## config.mk

```make
export PLATFORM = sky130hd
export DESIGN_NAME = deemphasis_iir
export DESIGN_NICKNAME = d
export VERILOG_FILES = /design/src/rtl/deemphasis_iir.sv
export SDC_FILE = /design/constraint.sdc
export NUM_CORES = 1
export LEC_CHECK = 0
export ABC_AREA = 1
export ABC_CLOCK_PERIOD_IN_PS = 24800
export CORE_MARGIN = 1.5
export CORE_UTILIZATION = 30
export DETAILED_ROUTE_END_ITERATION = 6
export GPL_TIMING_DRIVEN = 0
export PLACE_DENSITY = 0.56
export SYNTH_ARGS = -nofsm -noshare
export SYNTH_HDL_FRONTEND = slang
export SYNTH_SLANG_ARGS = --single-unit
```

## constraint.sdc

```tcl
create_clock -name clock -period 24.8 [get_ports clock]
set_clock_uncertainty 0.2 [all_clocks]
set_input_delay 3.72 -clock clock [delete_from_list [all_inputs] [get_ports clock]]
set_output_delay 3.72 -clock clock [all_outputs]
set_load 0.05 [all_outputs]
```

## src/rtl/deemphasis_iir.sv

```systemverilog
// Single-pole IIR de-emphasis: y[n] = DEQ(X0*x[n]) + DEQ(X1*x[n-1]) + DEQ(Y1*y[n-1]) on one shared multiplier.
// Optional output clamping with `define IIR_SATURATE_EN; otherwise the accumulator wraps to DATA_WIDTH bits.
module deemphasis_iir #(
  parameter int                            DATA_WIDTH = 32,
  parameter int                            BITS       = 10,
  parameter logic signed [DATA_WIDTH-1:0]  X0         = 179,
  parameter logic signed [DATA_WIDTH-1:0]  X1         = 179,
  parameter logic signed [DATA_WIDTH-1:0]  Y1         = -665
) (
  input  logic                  clock,
  input  logic                  reset_n,
  input  logic [DATA_WIDTH-1:0] in_dout,
  input  logic                  in_empty,
  output logic                  in_rd_en,
  output logic [DATA_WIDTH-1:0] out_din,
  input  logic                  out_full,
  output logic                  out_wr_en
);

  localparam int PW = 2 * DATA_WIDTH;
  localparam int AW = DATA_WIDTH + 2;
  localparam logic signed [PW-1:0] RND = signed'({{(PW-BITS){1'b0}}, {BITS{1'b1}}});

  typedef enum logic [1:0] {
    S_IDLE = 2'd0,
    S_MAC  = 2'd1,
    S_OUT  = 2'd2
  } state_t;

  state_t                       state_reg, state_next;
  logic signed [DATA_WIDTH-1:0] x_reg, x_next;
  logic signed [DATA_WIDTH-1:0] x1_reg, x1_next;
  logic signed [DATA_WIDTH-1:0] y1_reg, y1_next;
  logic signed [AW-1:0]         acc_reg, acc_next;
  logic [1:0]                   tap_reg, tap_next;

  logic signed [DATA_WIDTH-1:0] coef, operand, y;
  logic signed [PW-1:0]         prod, prod_adj;
  logic signed [DATA_WIDTH-1:0] deq;
  logic signed [AW-1:0]         term;

  always_comb begin
    coef    = Y1;
    operand = y1_reg;
    case (tap_reg)
      2'd0: begin coef = X0; operand = x_reg;  end
      2'd1: begin coef = X1; operand = x1_reg; end
      default: ;
    endcase
  end

  // Bias negative products so the arithmetic shift rounds toward zero.
  assign prod     = PW'(coef) * PW'(operand);
  assign prod_adj = prod[PW-1] ? prod + RND : prod;
  assign deq      = prod_adj[BITS +: DATA_WIDTH];
  assign term     = AW'(deq);

`ifdef IIR_SATURATE_EN
  localparam logic signed [AW-1:0] SAT_MAX = {3'b000, {(DATA_WIDTH-1){1'b1}}};
  localparam logic signed [AW-1:0] SAT_MIN = {3'b111, {(DATA_WIDTH-1){1'b0}}};

  always_comb begin
    if (acc_reg > SAT_MAX)
      y = SAT_MAX[DATA_WIDTH-1:0];
    else if (acc_reg < SAT_MIN)
      y = SAT_MIN[DATA_WIDTH-1:0];
    else
      y = acc_reg[DATA_WIDTH-1:0];
  end

  logic unused_bits;
  assign unused_bits = ^{prod_adj[PW-1:BITS+DATA_WIDTH], prod_adj[BITS-1:0]};
`else
  assign y = acc_reg[DATA_WIDTH-1:0];

  logic unused_bits;
  assign unused_bits = ^{prod_adj[PW-1:BITS+DATA_WIDTH], prod_adj[BITS-1:0], acc_reg[AW-1:DATA_WIDTH]};
`endif

  always_comb begin
    state_next = state_reg;
    x_next     = x_reg;
    x1_next    = x1_reg;
    y1_next    = y1_reg;
    acc_next   = acc_reg;
    tap_next   = tap_reg;
    in_rd_en   = 1'b0;
    out_wr_en  = 1'b0;
    out_din    = '0;
    case (state_reg)
      S_IDLE: begin
        // reset_n gate keeps the pop strobe low while reset is held
        if (!in_empty && reset_n) begin
          in_rd_en   = 1'b1;
          x_next     = in_dout;
          acc_next   = '0;
          tap_next   = 2'd0;
          state_next = S_MAC;
        end
      end
      S_MAC: begin
        acc_next = acc_reg + term;
        tap_next = tap_reg + 2'd1;
        if (tap_reg >= 2'd2)
          state_next = S_OUT;
      end
      S_OUT: begin
        out_din = y;
        if (!out_full) begin
          out_wr_en  = 1'b1;
          x1_next    = x_reg;
          y1_next    = y;
          state_next = S_IDLE;
        end
      end
      default: state_next = S_IDLE;
    endcase
  end

  always_ff @(posedge clock or negedge reset_n) begin
    if (!reset_n) begin
      state_reg <= S_IDLE;
      x_reg     <= '0;
      x1_reg    <= '0;
      y1_reg    <= '0;
      acc_reg   <= '0;
      tap_reg   <= 2'd0;
    end else begin
      state_reg <= state_next;
      x_reg     <= x_next;
      x1_reg    <= x1_next;
      y1_reg    <= y1_next;
      acc_reg   <= acc_next;
      tap_reg   <= tap_next;
    end
  end

endmodule

```

==> impl_metrics.py <==
metrics = {
    "critical_path": {
        "cp_data_arrival_time_ns": 14.88,
        "cp_max_fo": 10,
        "path_class": "register to register",
        "critPathLaunchType": "register",
        "cpMaxStageDelayCell": "clkbuf_1",
        "slowest_delay_ns": 0.83,
        "crit_path_frequent_cell": "nand2_1",
        "end_kind": "register",
        "r2r_cells": 51,
        "worstPathRequired_ns": 24.93,
    },
    "synthesis": {
        "yosysUniqueCellTypes": 51,
        "synth_edf_count": 0,
        "synthesis.nets": 3625,
        "yosys_register_bits": 132,
        "syn-cell-area_um2": 24000,
        "yosys_warnings": 0,
        "synth_top_flop_cell": "dfrtp_1",
        "syn_avg_cell_area_um2": 8.20,
        "synth-async-reset-ratio": 1.00,
        "yosysSeqAreaShare": 0.137,
        "syn_inst": 2934,
    },
    "clock_tree": {
        "cts.clk_slew.worst_paths_ns": 0.06,
        "worstSkewPairLatency_ns": 0.48,
        "cts-resized-gates": 0,
        "clock_sinks": 132,
        "cts_tree": "built",
        "post_cts_buffers": 0,
        "clk_path_buf_depth": 2,
        "htree_levels": 4,
        "cts_root_buf": "clkbuf_16",
        "cts-buffers-inserted": 17,
        "postCtsHoldBufs": 0,
    },
    "placed_design": {
        "portBuffers": 69,
        "dp.final_hpwl_um": 63400,
        "gp_congestion": 0.945,
    },
    "sta": {
        "rsz0062_at_grt": "no",
        "fmax_mhz": 67.8,
        "setup_tns_ns": 0,
        "hold_violations": 0,
        "finalCriticalPeriod_ns": 14.75,
        "slew_headroom": 0.314,
        "setup_violations": 0,
        "tightest_slew_ns": 1.03,
        "finalMaxSlewViolations": 0,
        "period_share": 0.595,
    },
    "floorplan": {
        "start_util": 0.304,
        "io_pins": 70,
        "die_y_um": 286,
        "die_area_um2": 81900,
        "rows": 103,
        "core_area_um2": 79100,
        "die_w_um": 286,
    },
    "job": {
        "drv_cap": 0,
    },
    "global_routing": {
        "grt_max_degree": 75,
        "globalRouteMet3Util": 0.0346,
        "grt-ovfl-total": 0,
        "antenna_found_initial": 0,
        "grt_pass1_wl_um": 115000,
        "met1_usage": 0.247,
        "grtUsageTotal": 0.185,
        "grt_pass1_vias": 19984,
        "grt_util_met2": 0.302,
        "grt_busiest_layer": "met2",
    },
    "finish": {
        "nNetsFinal": 3714,
        "final_cell_mix": "inv_1 (787), nand2_1 (517), fa_1 (412)",
        "regArea_um2": 3300,
        "multiInputGateArea_um2": 17600,
        "antenna_cells": 0,
        "final_common_cell": "inv_1",
        "syn_to_final_growth_pct": 11.1,
        "nFillCells": 8412,
        "final_layout_size_suffix_gt1_frac": 0.0379,
    },
    "route": {
        "dr_total_vias": 18662,
        "vias_per_cell": 4.57,
        "drtIter0Drc": 1071,
        "route.detailed.drc": 0,
        "wl_per_cell_um": 17.6,
        "firstDrtPassIters": 7,
        "drt-total-wl_um": 71800,
        "ant_nets": 0,
    },
    "min_path": {
        "min_path_type": "register to register",
        "hold_depth": 2,
    },
    "run_status": {
        "status": "finished clean",
    },
}
-- layout make-up --
cell class / instances / area share
Buffer: 46 / 0.00665
Inverter: 802 / 0.113
Timing Repair Buffer: 70 / 0.0269
Tap cell: 1050 / 0.0492
Multi-Input combinational cell: 1954 / 0.658
Clock buffer: 21 / 0.0172
Sequential cell: 132 / 0.124
Clock inverter: 10 / 0.00581
-- cell usage after synthesis (6+ instances only) --
cell	n	area, um2
nor2_1	191	717
o21bai_1	16	120
nor4_1	6	37.5
nor2_4	6	67.6
nor2_2	14	87.6
inv_2	13	48.8
o21ai_0	163	816
o22ai_1	39	244
dfrtp_1	132	3300
o21a_1	6	45.0
inv_1	787	2950
nand2_1	517	1940
xnor2_1	17	149
nand3_1	77	385
nand4_1	17	106
fa_1	413	8270
clkbuf_1	37	139
buf_1	7	26.3
nand2_2	21	131
nor3_1	20	100
ha_1	242	3030
a21o_1	9	67.6
xor2_1	26	228
nand3b_1	12	90.1
a21oi_1	98	490
nand3_2	7	70.1
-- per-stage QoR --
step | cell area (um2) | setup WS, ns | util | hold WS, ns | cells
2_1_floorplan | 24000 | 14.49 | - | 0.253 | 2934
3_3_place_gp | 26100 | 8.08 | 0.329 | 0.260 | 4053
3_5_place_dp | 26100 | 10.08 | 0.330 | 0.266 | 4054
4_1_cts | 26700 | 10.02 | 0.337 | 0.282 | 4085
5_1_grt | 26700 | 9.39 | 0.337 | 0.309 | 4085
6_report | 26700 | 10.05 | 0.337 | 0.282 | 4085
-- layer usage --
layer  share of wire  wire, um
met1            0.45     32200
met2            0.46     33200
met3           0.059      4240
met4           0.030      2150
met5               0         0
-- worst max-delay path, delay by kind of cell, from the launching register on --
family / cells / cell delay [ns]
AO/OA/AOI/OAI: 8 / 2.05
buffers and inverters: 11 / 3.15
XOR/XNOR: 1 / 0.15
AND/OR/NAND/NOR: 20 / 3.01
adder cells (fa/ha/maj): 11 / 5.21
flip-flops: 1 / 0.78
-- worst paths after layout --
| path | start | end | slack (ns) |
|---|---|---|---|
| max | tap_reg[1] | acc_reg[29] | 10.05 |
| min | x_reg[21] | x1_reg[21] | 0.28 |
| max reg2reg | tap_reg[1] | acc_reg[29] | 10.05 |
| min reg2reg | x_reg[21] | x1_reg[21] | 0.28 |
| max in group asynchronous | reset_n | acc_reg[29] | 20.56 |
| min in group asynchronous | reset_n | x1_reg[2] | 3.02 |
-- logic make-up (layout without fill, tap and decap cells) --
logic type,after synthesis,after routing,share of synthesized area
and+or+nand+nor,904,904,0.162
buffers and inverters,848,949,0.133
adders and majority gates,655,655,0.470
AOI/OAI and AO/OA,348,348,0.0796
DFF,132,132,0.137
xor gates and xnor gates,47,47,0.0188
Power is not shown: default switching activity piles up to over one toggle a cycle in this logic, so the estimate is an artifact.
